### src/rtl/bsg_manycore_store_credit_ctrl.sv
// rtl/bsg_manycore_store_credit_ctrl.sv - outstanding remote-store credit tracking, throttling and store fence
module bsg_manycore_store_credit_ctrl #(
    parameter int max_out_p    = 16,
    parameter int timeout_p    = 1024,
    localparam int cnt_width_lp = $clog2(max_out_p + 1),
    localparam int wd_width_lp  = (timeout_p > 0) ? $clog2(timeout_p + 1) : 1
) (
    input  logic                    clk_i,
    input  logic                    reset_i,
    input  logic                    freeze_i,
    input  logic                    core_v_i,
    input  logic                    core_is_store_i,
    output logic                    core_ready_o,
    output logic                    net_v_o,
    input  logic                    net_ready_i,
    input  logic                    ret_v_i,
    output logic                    ret_ready_o,
    input  logic                    fence_req_i,
    output logic                    fence_done_o,
    output logic [cnt_width_lp-1:0] outstanding_o,
    output logic                    err_underflow_o,
    output logic                    err_timeout_o
);

    typedef enum logic [1:0] {
        ST_IDLE  = 2'd0,
        ST_DRAIN = 2'd1,
        ST_DONE  = 2'd2
    } state_e;

    localparam logic [cnt_width_lp-1:0] max_cnt_lp = cnt_width_lp'(max_out_p);
    localparam logic [wd_width_lp-1:0]  wd_max_lp  = wd_width_lp'(timeout_p);

    state_e                  state_q, state_d;
    logic [cnt_width_lp-1:0] cnt_q, cnt_d;
    logic [wd_width_lp-1:0]  wd_q, wd_d;
    logic                    uf_q, uf_d;
    logic                    to_q, to_d;

    logic block_st;
    logic pass;
    logic inc;
    logic dec;

    // Freed credits only count from the next cycle: blocking looks at the registered count.
    assign block_st = core_is_store_i & ((state_q != ST_IDLE) | (cnt_q == max_cnt_lp));
    assign pass     = reset_i & ~freeze_i & ~block_st;

    assign net_v_o      = core_v_i & pass;
    assign core_ready_o = net_ready_i & pass;
    assign ret_ready_o  = reset_i;

    assign inc = core_v_i & core_is_store_i & core_ready_o;
    assign dec = ret_v_i & ret_ready_o;

    always_comb begin
        cnt_d = cnt_q;
        uf_d  = uf_q;
        if (inc & ~dec) begin
            cnt_d = cnt_q + cnt_width_lp'(1);
        end else if (dec & ~inc) begin
            if (cnt_q != '0) begin
                cnt_d = cnt_q - cnt_width_lp'(1);
            end else begin
                uf_d = 1'b1;
            end
        end
    end

    always_comb begin
        state_d = state_q;
        wd_d    = wd_q;
        to_d    = to_q;
        case (state_q)
            ST_IDLE: begin
                wd_d = '0;
                if (fence_req_i) begin
                    state_d = ST_DRAIN;
                end
            end
            ST_DRAIN: begin
                if (cnt_q == '0) begin
                    state_d = ST_DONE;
                end else if ((timeout_p != 0) && (wd_q != wd_max_lp)) begin
                    wd_d = wd_q + wd_width_lp'(1);
                    if (wd_d == wd_max_lp) begin
                        to_d = 1'b1;
                    end
                end
            end
            ST_DONE: begin
                wd_d    = '0;
                state_d = ST_IDLE;
            end
            default: begin
                wd_d    = '0;
                state_d = ST_IDLE;
            end
        endcase
    end

    always_ff @(posedge clk_i or negedge reset_i) begin
        if (!reset_i) begin
            state_q <= ST_IDLE;
            cnt_q   <= '0;
            wd_q    <= '0;
            uf_q    <= 1'b0;
            to_q    <= 1'b0;
        end else begin
            state_q <= state_d;
            cnt_q   <= cnt_d;
            wd_q    <= wd_d;
            uf_q    <= uf_d;
            to_q    <= to_d;
        end
    end

    assign fence_done_o    = (state_q == ST_DONE);
    assign outstanding_o   = cnt_q;
    assign err_underflow_o = uf_q;
    assign err_timeout_o   = to_q;

endmodule

### config.mk
export PLATFORM = sky130hd
export DESIGN_NAME = bsg_manycore_store_credit_ctrl
export DESIGN_NICKNAME = d
export VERILOG_FILES = /design/src/rtl/bsg_manycore_store_credit_ctrl.sv
export SDC_FILE = /design/constraint.sdc
export NUM_CORES = 1
export LEC_CHECK = 0
export BUFFER_PORTS_ARGS = -buffer_cell sky130_fd_sc_hd__buf_2
export CAP_MARGIN = 30
export CORE_MARGIN = 5
export CORE_UTILIZATION = 45
export CTS_CLUSTER_SIZE = 25
export DETAILED_ROUTE_END_ITERATION = 7
export PLACE_DENSITY = 0.62
export SLEW_MARGIN = 40
export SYNTH_ARGS = -nofsm -noshare
export SYNTH_HDL_FRONTEND = slang
export SYNTH_SLANG_ARGS = --single-unit
### constraint.sdc
create_clock -name clk_i -period 3.7 [get_ports clk_i]
set_input_delay 0 -clock clk_i [delete_from_list [all_inputs] [get_ports clk_i]]
set_output_delay 0 -clock clk_i [all_outputs]
set_load 0.1 [all_outputs]
* Word-level counts from Yosys, hierarchy flattened
Index checks and enable logic that the tools add are counted.
** Cells by class
- Multiplexer cells :: 9
- Bitwise gates (word level) :: 18
- Reduce and logical (&&, ||, !) cells :: 11
- $add $sub $neg :: 3
- Equal/unequal tests :: 9
** Operators with widths (number)
- 11-bit 2-to-1 mux :: 3
- 5-bit 2-to-1 mux :: 3
- 11-bit by 1-bit adder with 11-bit output, second input constant :: 1
- 11-bit == test, second input constant :: 1
- 11-bit inequality test, second input constant :: 1
- 1-bit bitwise AND :: 10
- 2-bit inequality test, second input constant :: 4
- 1-bit inverter :: 7
- 2-bit AND reduction :: 3
- 2-bit nonzero test :: 3
- 5-bit by 1-bit adder with 5-bit output, second input constant :: 1
- 5-bit == test, second input constant :: 1
- 5-bit zero test :: 1
- 5-bit nonzero test :: 1
- 5-bit by 1-bit subtractor with 5-bit output, second input constant :: 1
- 2-bit 2-to-1 mux :: 2
- 2-bit case mux with 2 select lines :: 1
- 4-bit AND reduction :: 1
- 3-bit AND reduction :: 1
- 2-bit by 1-bit == test with 1-bit output, second input constant :: 1
- 2-bit == test, second input constant :: 1
- 2-bit zero test :: 1
- 1-bit OR :: 1
** Word-level totals
- Output and inout port bits :: 11
- Input bits :: 8
- Flip-flop bits (word level) :: 20

* Depth between registers and ports, before layout
Gate-level depths: netlist of run 1.
- Depth in word-level cells :: 11
- Mapped depth :: 13
- Mapped depth without buffers :: 13

* Worst setup path before layout of run 1
No wires, ideal clock.
- Kind :: flip-flop to flip-flop
- Start :: register cnt_q[0] (netlist: outstanding_o[0])
- End :: register cnt_q[4] (netlist: outstanding_o[4])
- Setup slack :: 39 ps
- Cell stages (with the launch flop) :: 14
- Data arrival time :: 3498 ps
- Library setup time :: 163 ps
- Clock period less this slack :: 3661 ps
- Path buffers :: 0
- Path through :: dfrtp_1 > nor4_2 > a211o_1 > a21oi_1 > and2_4 > and3_1 > ha_1 > inv_1 > fa_1 > a21o_1 > a21oi_1 > xnor2_1 > nor2_1 > xor2_1
** On the way
- Word-level cells in the longest chain between the ends :: 11
** RTL lines
- start, declared :: line 35 : logic [cnt_width_lp-1:0] cnt_q, cnt_d;
- start signal, assigned :: line 111 : cnt_q <= cnt_d;
- 5-bit == test :: line 46 : assign block_st = core_is_store_i & ((state_q != ST_IDLE) | (cnt_q == max_cnt_lp));
- 1-bit OR :: line 46
- 1-bit bitwise AND :: line 46
- 1-bit inverter :: line 47 : assign pass = reset_i & ~freeze_i & ~block_st;
- 1-bit bitwise AND :: line 47
- 1-bit bitwise AND :: line 50 : assign core_ready_o = net_ready_i & pass;
- 1-bit bitwise AND :: line 53 : assign inc = core_v_i & core_is_store_i & core_ready_o;
- 1-bit inverter :: line 61 : end else if (dec & ~inc) begin
- 1-bit bitwise AND :: line 61
- 2-bit nonzero test (no source line)
- 2-bit AND reduction (no source line)
Parallel ways exist; a longest one is shown, timed or not. The select of a mux whose other input is x is not followed.
A chain may end at the register's enable or synchronous reset.

* Worst setup path in the final report of run 1
Same ends and word-level chain as after synthesis.

==> results of run 1 <==
## layer usage
metal  vias up  routed length, um
met5         -                  0
met4         0                 52
met3         4                108
met2        20               1405
met1       485               1212
li1        513                  -
## sequential cells by signal, summed over array words and instances, names as in the netlist
register         count
err_timeout_o        1
err_underflow_o      1
outstanding_o        5
state_q              2
wd_q                11
## stage by stage
step | instances | hold WS (ns) | worst slack [ns] | total power, mW | area, um^2
3_3_place_gp | 185 | 0.05342 | 0.8021 | 1.017 | 1459
5_1_grt | 191 | 0.2038 | 0.4892 | 1.221 | 1515
3_5_place_dp | 185 | 0.05988 | 0.7064 | 1.027 | 1459
2_1_floorplan | 138 | -0.2956 | 0.03909 | 0.9224 | 1355
4_1_cts | 191 | 0.1814 | 0.6821 | 1.163 | 1515
6_report | 191 | 0.1726 | 0.7143 | 1.147 | 1515
## Yosys cell counts, drive strengths merged, types with 3 or more instances
cell,n,area share
dfrtp,20,0.37
nor2,17,0.049
xor2,11,0.071
nand2,10,0.031
ha,8,0.074
nand3,8,0.030
xnor2,7,0.045
a21oi,6,0.022
nand4,6,0.039
inv,5,0.014
o21ai,5,0.018
buf,4,0.023
nand2b,4,0.018
a21o,3,0.022
and2,3,0.016
and3,3,0.018
nor3,3,0.015
## where the power goes
part / total (mW) / leakage, nW / switching (mW) / internal, mW
logic: 0.644 / 0.419 / 0.446 / 0.198
clock network: 0.130 / 0.0210 / 0.0702 / 0.0601
registers: 0.373 / 0.258 / 0.0944 / 0.279
## worst register-to-register path: stages (launching register included)
cell     delay [ns]
dfrtp_1        0.47
nor4_2         0.41
a211o_1        0.18
a21oi_1        0.07
and2_4         0.16
and3_1         0.17
ha_1           0.21
inv_1          0.19
ha_1           0.31
a21o_1         0.19
a21oi_1        0.17
xnor2_1        0.13
nor2_1         0.07
xor2_1         0.13
## cells in the final DEF, fill, tap and decap left out, drive strengths merged, types with 4 or more instances in the layout
master  count
nand3       8
nor2       17
dfrtp      20
inv         5
o21ai       5
nand2b      4
ha          8
a21oi       6
buf        19
xnor2       7
xor2       11
nand2      10
clkbuf      4
nand4       6
## what timing repair did
action / CTS / global route
endpoints found under the hold margin: 21 / 0
resized for setup: 0 / 0
hold buffers: 2 / 0
## path summary, 6_finish.rpt
path,depth (start not counted),slack (ns),end
hold / removal,4,0.17,err_underflow_o
hold reg to reg,1,0.47,err_timeout_o
min in group asynchronous,3,0.24,wd_q[9]
setup / recovery,13,0.71,outstanding_o[4]
max in group asynchronous,3,3.23,wd_q[6]
setup reg to reg,13,0.71,outstanding_o[4]
## cells by family (layout without fill, tap and decap cells)
group | after synthesis | count (layout) | synth area share
and+or+nand+nor | 60 | 60 | 0.2742
AOI/OAI and AO/OA | 20 | 20 | 0.1006
DFF | 20 | 20 | 0.3693
xor gates and xnor gates | 18 | 18 | 0.1163
buffers and inverters | 10 | 30 | 0.03970
adders and majority gates | 9 | 9 | 0.08865
muxes | 1 | 1 | 0.01108
## area by class of cell
| type | count | area, um^2 | share of cell area |
|---|---|---|---|
| Timing Repair Buffer | 21 | 117.6 | 0.07762 |
| Inverter | 5 | 18.77 | 0.01239 |
| Sequential cell | 20 | 500.5 | 0.3303 |
| Multi-Input combinational cell | 108 | 800.8 | 0.5285 |
| Tap cell | 33 | 41.29 | 0.02725 |
| Clock buffer | 4 | 36.28 | 0.02395 |
==> qor.log, run 1 <==
qor: route.drt_pass1_iterations 4
qor: route.drt-vias-per-instance 5.351
qor: logic_synthesis.yosysSeqAreaShare 0.3693
qor: clock_tree.path_clk_slew 0.12 ns
qor: critical_path.path_delay_family simple AND/OR/NAND/NOR gates
qor: global_route.groute.usage.overall 0.1508
qor: floorplan.core.rowCount 20
qor: power_and_ir_drop.irDropWorstVdd 0.0005421 V
qor: floorplan.die_h 64.88 um
qor: floorplan.die_span_in_x 64.88 um
qor: hold_path.timing.hold.worst.start core_is_store_i
qor: timing.hold_viol 0
qor: timing.timing_worst_slew_pin_value 0.4949 ns
qor: critical_path.reg2reg_from outstanding_o[0]
qor: critical_path.timing.critical_path.arrival 3.19 ns
qor: cells_and_area.area_growth_syn_to_layout 11.82%
qor: logic_synthesis.synth_cells 138
qor: clock_tree.cts_buf_count 3
qor: timing.tns 0 ns
qor: timing.finalWorstPathRequiredPeriod 2.986 ns
qor: floorplan.core 0.002978 mm^2
qor: hold_path.hold_path.class input port to register
qor: route.drt-total-wl 2.778 mm
qor: clock_tree.clock_sinks 20
qor: clock_tree.postCtsSetupRepairBufs 0
qor: critical_path.critical_path.startpoint_type register
qor: cells_and_area.insertedDiodeCount 0
qor: critical_path.critical_path.max_fanout 6
qor: status.status finished, final reports clean
qor: route.drtAntennaViolNets 0
qor: floorplan.initial_utilization 0.4550
qor: logic_synthesis.synth_edf_count 0
qor: logic_synthesis.warnings_from_yosys 0
qor: logic_synthesis.synth-async-reset-ratio 1.000
qor: critical_path.critical_path_rt 3.91 ns
qor: clock_tree.clockBufferDepth 2
qor: global_route.overall_overflow_remaining_after_global_route 0
qor: timing.setup_viol 0
qor: placement.dpl.hpwl 2.131 mm
qor: critical_path.slowest_stage dfrtp_1
qor: route.route.vias.total 1022
qor: floorplan.io_pins 19
qor: critical_path.crit_end_element register
qor: clock_tree.latest_clock_arrival_within_the_worst_skew_pair 0.31 ns
qor: timing.grt_setup_unrepaired no
qor: global_route.busiest_layer met2
qor: power_and_ir_drop.p_leak 0.6980 nW
qor: placement.i_o_buffers 18
qor: global_route.pin_count_of_the_biggest_net_entering_global_routing 23
qor: route.drt_drc_violations_left 0
qor: route.detailedRoute.firstIterationViolations 46
qor: global_route.grt_pass1_vias 1077
qor: cells_and_area.nFillCells 301
qor: floorplan.dieArea 0.004209 mm^2
qor: clock_tree.cts.root.buffer_cell clkbuf_4
qor: timing.fmax 334.9 MHz
qor: clock_tree.clock_tree.htree_level_count 1
qor: global_route.grt_pass1_wl 4.864 mm
qor: critical_path.max_stage_delay 0.47 ns
qor: logic_synthesis.synth_fp_nets 155
qor: global_route.globalRouteMet3Util 0.03293
qor: timing.timing.max_slew.rel_slack 0.6701
qor: run.cap_viol_max_count 0
qor: cells_and_area.final_net_count 176
qor: cells_and_area.final_core_util 0.5088
qor: logic_synthesis.syn_area_per_cell 9.819 um^2
qor: timing.fin_skew 0.006804 ns
qor: timing.final_max_slew_viol_count 0
qor: cells_and_area.post_route_cells_drive_above_1_share 0.2405
qor: global_route.globalRouteMet2Util 0.2656
qor: clock_tree.tritoncts built
qor: global_route.antenna_found_initial 0
qor: timing.period_share 0.8070
qor: logic_synthesis.synth.distinct_cells 40
qor: logic_synthesis.mappedNetlistArea 0.001355 mm^2
qor: route.detail_route.wl_per_cell 14.54 um
qor: logic_synthesis.yosys_most_used_dff dfrtp_1
qor: critical_path.crit_type register to register
qor: power_and_ir_drop.power.density 757.0 mW/mm^2
qor: logic_synthesis.postSynthRegisterBits 20
qor: global_route.grt_util_met1 0.1704
qor: critical_path.worst_setup_path_startpoint outstanding_o[0]
qor: placement.place_congestion 0.8177
qor: critical_path.critPathBufInv 1
qor: critical_path.crit_path_cell_trace nor4_2 -> a211o_1 -> a21oi_1 -> and2_4 -> and3_1 -> ha_1 -> inv_1 -> ha_1 -> a21o_1 -> a21oi_1 -> xnor2_1 -> nor2_1 -> xor2_1
Power figures use the tool's default switching activity.
==> inputs of run 2 (changes only) <==
--- a/config.mk
+++ b/config.mk
@@ -5,13 +5,14 @@
 export SDC_FILE = /design/constraint.sdc
 export NUM_CORES = 1
 export LEC_CHECK = 0
+export ABC_AREA = 1
 export BUFFER_PORTS_ARGS = -buffer_cell sky130_fd_sc_hd__buf_2
 export CAP_MARGIN = 30
 export CORE_MARGIN = 5
 export CORE_UTILIZATION = 45
 export CTS_CLUSTER_SIZE = 25
 export DETAILED_ROUTE_END_ITERATION = 7
-export PLACE_DENSITY = 0.62
+export PLACE_DENSITY = 0.65
 export SLEW_MARGIN = 40
 export SYNTH_ARGS = -nofsm -noshare
 export SYNTH_HDL_FRONTEND = slang
==> constraint.sdc (replaced) <==
create_clock -name clk_i -period 2.6 [get_ports clk_i]
set_input_delay 0 -clock clk_i [delete_from_list [all_inputs] [get_ports clk_i]]
set_output_delay 0 -clock clk_i [all_outputs]
set_load 0.1 [all_outputs]
==> run 2 against run 1 <==
Synthesized cell count increased by 33%. Hold slack improved by 0.022 ns. Core utilization increased by 1.2 points. Area after synthesis about the same. Largest cell class unchanged. Die area about the same. Clock skew decreased by 0.0021 ns. Global-route usage increased by 0.90 points. Worst setup slack got worse by 0.53 ns. Maximum frequency increased by 24%. Register-to-register slack got worse by 0.53 ns. Power increased by 55%. Combinational power increased by 66%.
==> qor.log, run 2 <==
qor: critical_path.critPathBufInv 1
qor: timing.fin_skew 0.004696 ns
qor: power_and_ir_drop.p_leak 0.7919 nW
qor: route.drt_pass1_iterations 4
qor: critical_path.crit_type register to register
qor: critical_path.slowest_stage dfrtp_1
qor: critical_path.reg2reg_from state_q[0]
qor: timing.setup_viol 0
qor: clock_tree.clock_tree.htree_level_count 1
qor: timing.hold_viol 0
qor: route.drt_drc_violations_left 0
qor: timing.grt_setup_unrepaired no
qor: hold_path.hold_path.class input port to register
qor: route.route.vias.total 1186
qor: clock_tree.cts.root.buffer_cell clkbuf_4
qor: cells_and_area.most_common_cell_after_layout_fill_and_taps_aside nand2_1
qor: run.cap_viol_max_count 0
qor: logic_synthesis.mappedNetlistArea 0.001354 mm^2
qor: logic_synthesis.yosysSeqAreaShare 0.3697
qor: logic_synthesis.synth_edf_count 0
qor: route.met3_wire_length 114 um
qor: power_and_ir_drop.power_switching_share 0.5707
qor: floorplan.die_span_in_x 64.85 um
qor: cells_and_area.largest_reg_flops 11
qor: critical_path.crit-reg2reg-capture outstanding_o[4]
qor: global_route.grt_pass1_wl 5.230 mm
qor: placement.i_o_buffers 18
qor: route.met1_length 1.528 mm
qor: power_and_ir_drop.p_int 0.7610 mW
qor: logic_synthesis.yosys_most_used_dff dfrtp_1
qor: cells_and_area.registers.top_by_ff_count wd_q
qor: clock_tree.latest_clock_arrival_within_the_worst_skew_pair 0.31 ns
qor: power_and_ir_drop.power.net_switching 1.012 mW
qor: floorplan.io_pins 19
qor: hold_path.timing.hold.worst.start ret_v_i
qor: power_and_ir_drop.irDropWorstVdd 0.0009230 V
qor: power_and_ir_drop.share_clk_of_total_power 0.106
qor: critical_path.cp_num_cells 13
qor: logic_synthesis.post-synth-top-area-fraction 0.3697
qor: critical_path.worst_setup_path_endpoint outstanding_o[4]
qor: logic_synthesis.synth.distinct_cells 26
qor: cells_and_area.layout_common_cells nand2_1 (51), inv_1 (28), nor2_1 (18), buf_2 (18), dfrtp_1 (15)
qor: logic_synthesis.postSynthRegisterBits 20
qor: clock_tree.clockBufferDepth 2
qor: clock_tree.cts_buf_count 3
qor: logic_synthesis.synth_fp_nets 200
qor: timing.period_share 0.9294
qor: placement.place_congestion 0.8603
qor: route.drtAntennaViolNets 0
qor: clock_tree.tritoncts built
qor: logic_synthesis.synthDominantAreaCellType dfrtp_1
qor: cells_and_area.nFillCells 289
qor: floorplan.core 0.002978 mm^2
qor: timing.final_max_slew_viol_count 0
qor: critical_path.max_stage_delay 0.42 ns
qor: status.status finished, final reports clean
qor: logic_synthesis.yosysMostFrequentCell nand2_1
qor: floorplan.die_h 64.85 um
qor: route.drt-total-wl 2.896 mm
qor: global_route.overall_overflow_remaining_after_global_route 0
qor: power_and_ir_drop.combinationalPowerShare 0.606
qor: power_and_ir_drop.power.density 1142 mW/mm^2
qor: critical_path.r2r.worst_path.cells 13
qor: route.met2_length 1.228 mm
qor: critical_path.critical_path.startpoint_type register
qor: global_route.groute.usage.overall 0.1599
qor: global_route.antenna_found_initial 0
qor: critical_path.timing.critical_path.arrival 2.62 ns
qor: logic_synthesis.synth_area_leaders dfrtp_1 (37%), nand2_1 (14%), inv_1 (8.0%)
qor: critical_path.r2r_slack 0.18 ns
qor: timing.timing_worst_slew_pin_value 0.4872 ns
qor: route.drt-vias-per-instance 4.921
qor: logic_synthesis.synth.cells.most_frequent nand2_1 (51), inv_1 (29), dfrtp_1 (20)
qor: placement.dpl.hpwl 2.275 mm
qor: route.detailedRoute.firstIterationViolations 64
qor: floorplan.initial_utilization 0.4546
qor: critical_path.path_delay_family adder cells
qor: clock_tree.clock_sinks 20
qor: critical_path.worst_setup_path_startpoint state_q[0]
qor: critical_path.critical_path_rt 2.80 ns
qor: cells_and_area.final_core_util 0.5210
qor: cells_and_area.area_growth_syn_to_layout 14.60%
qor: timing.finalWorstPathRequiredPeriod 2.416 ns
qor: timing.fmax 413.8 MHz
qor: critical_path.crit_end_element register
qor: global_route.grt_pass1_vias 1118
qor: timing.timing.max_slew.rel_slack 0.6774
qor: floorplan.core.rowCount 20
qor: critical_path.critical_path.max_fanout 6
qor: critical_path.crit_path_cell_trace nor2_1 -> o21ai_0 -> nand2_1 -> nand3_1 -> nor2_1 -> ha_1 -> inv_2 -> fa_1 -> a21oi_1 -> o21bai_1 -> xor2_1 -> nand2_1 -> o21ai_0
qor: floorplan.dieArea 0.004206 mm^2
qor: cells_and_area.final_net_count 226
qor: route.topRoutingLayerUsed met4
qor: logic_synthesis.synth-async-reset-ratio 1.000
qor: cells_and_area.insertedDiodeCount 0
qor: logic_synthesis.synth_cells 183
qor: clock_tree.path_clk_slew 0.12 ns
qor: timing.tns 0 ns
qor: logic_synthesis.syn_area_per_cell 7.398 um^2
qor: route.detail_route.wl_per_cell 12.02 um
qor: global_route.pin_count_of_the_biggest_net_entering_global_routing 22
qor: cells_and_area.post_route_cells_drive_above_1_share 0.2212
qor: power_and_ir_drop.seq_power_share 0.288
qor: logic_synthesis.warnings_from_yosys 0
[run 2: cell count changes in the layout (fill, tap and decap cells not counted), moves of 3 or more]
cell / delta
inv_2: +3
nand2b_1: -4
xnor2_1: -5
dfrtp_1: -5
o21ai_2: +4
dfrtp_2: +5
inv_1: +23
o21ai_0: +3
nand2_1: +43
xor2_1: -8
nand3_1: +6
nand4_1: -5
o22ai_1: +5
[run 2: layout make-up]
| class | count | area [um^2] | share of cell area |
|---|---|---|---|
| sequential | 20 | 506.7 | 0.3266 |
| inverter | 31 | 116.4 | 0.07500 |
| clock buffer | 4 | 36.28 | 0.02339 |
| multi-input combinational | 130 | 718.2 | 0.4629 |
| timing repair buffer | 23 | 132.6 | 0.08548 |
| tap | 33 | 41.29 | 0.02661 |
[run 2: stage by stage]
step / worst slack (ns) / cell area (um^2) / power (mW) / instances / hold WS, ns
after floorplan: 0.03205 / 1360 / 1.383 / 183 / -0.2956
after global placement: 0.2266 / 1480 / 1.554 / 233 / 0.05745
after detailed placement: 0.07575 / 1480 / 1.579 / 233 / 0.05561
after CTS: 0.06068 / 1536 / 1.773 / 239 / 0.1830
after global routing: 0.002642 / 1551 / 1.905 / 241 / 0.2037
final: 0.1836 / 1551 / 1.773 / 241 / 0.1947
[run 2: cell families (layout without fill, tap and decap cells)]
kind of cell / Yosys count / in the layout / synth area share
adders and majority gates: 9 / 9 / 0.08873
AOI/OAI and AO/OA: 25 / 25 / 0.1239
DFF: 20 / 20 / 0.3697
buffers and inverters: 33 / 58 / 0.09982
and+or+nand+nor: 91 / 91 / 0.2856
xor gates and xnor gates: 5 / 5 / 0.03235
[run 2: worst min-delay path: stages]
cell and delay, ns:
buf_2 0.08, nand2_1 0.07, inv_1 0.06, ha_1 0.13
a31o_2 0.14
[run 2: what timing repair did]
| item | CTS | global route |
|---|---|---|
| endpoints found under the setup margin | 0 | 2 |
| gates resized for setup | 0 | 1 |
| hold buffers | 2 | 0 |
| setup buffers | 0 | 2 |
| endpoints found under the hold margin | 21 | 0 |
[run 2: worst min path at each step]
stage                     slack (ns)  cells past startpoint         endpoint
after CTS                       0.18                      5  err_underflow_o
after floorplan                -0.30                      0    err_timeout_o
after global routing            0.20                      5  err_underflow_o
after detailed placement        0.06                      2    err_timeout_o
final                           0.19                      5  err_underflow_o
after global placement          0.06                      2       state_q[0]
[run 2: layer usage]
| layer | track usage | vias to the layer above |
|---|---|---|
| met1 | 0.2314 | 532 |
| li1 | - | 629 |
| met2 | 0.2375 | 21 |
| met4 | 0.03958 | 0 |
| met3 | 0.03813 | 4 |
| met5 | 0 | - |
[run 2: power by group through the flow]
stage | Clock, mW | Sequential [mW] | Combinational [mW]
6_report | 0.188 | 0.511 | 1.07
5_1_grt | 0.216 | 0.528 | 1.16
2_1_floorplan | 0 | 0.878 | 0.505
4_1_cts | 0.196 | 0.517 | 1.06
3_5_place_dp | 0 | 0.520 | 1.06
3_3_place_gp | 0 | 0.517 | 1.04
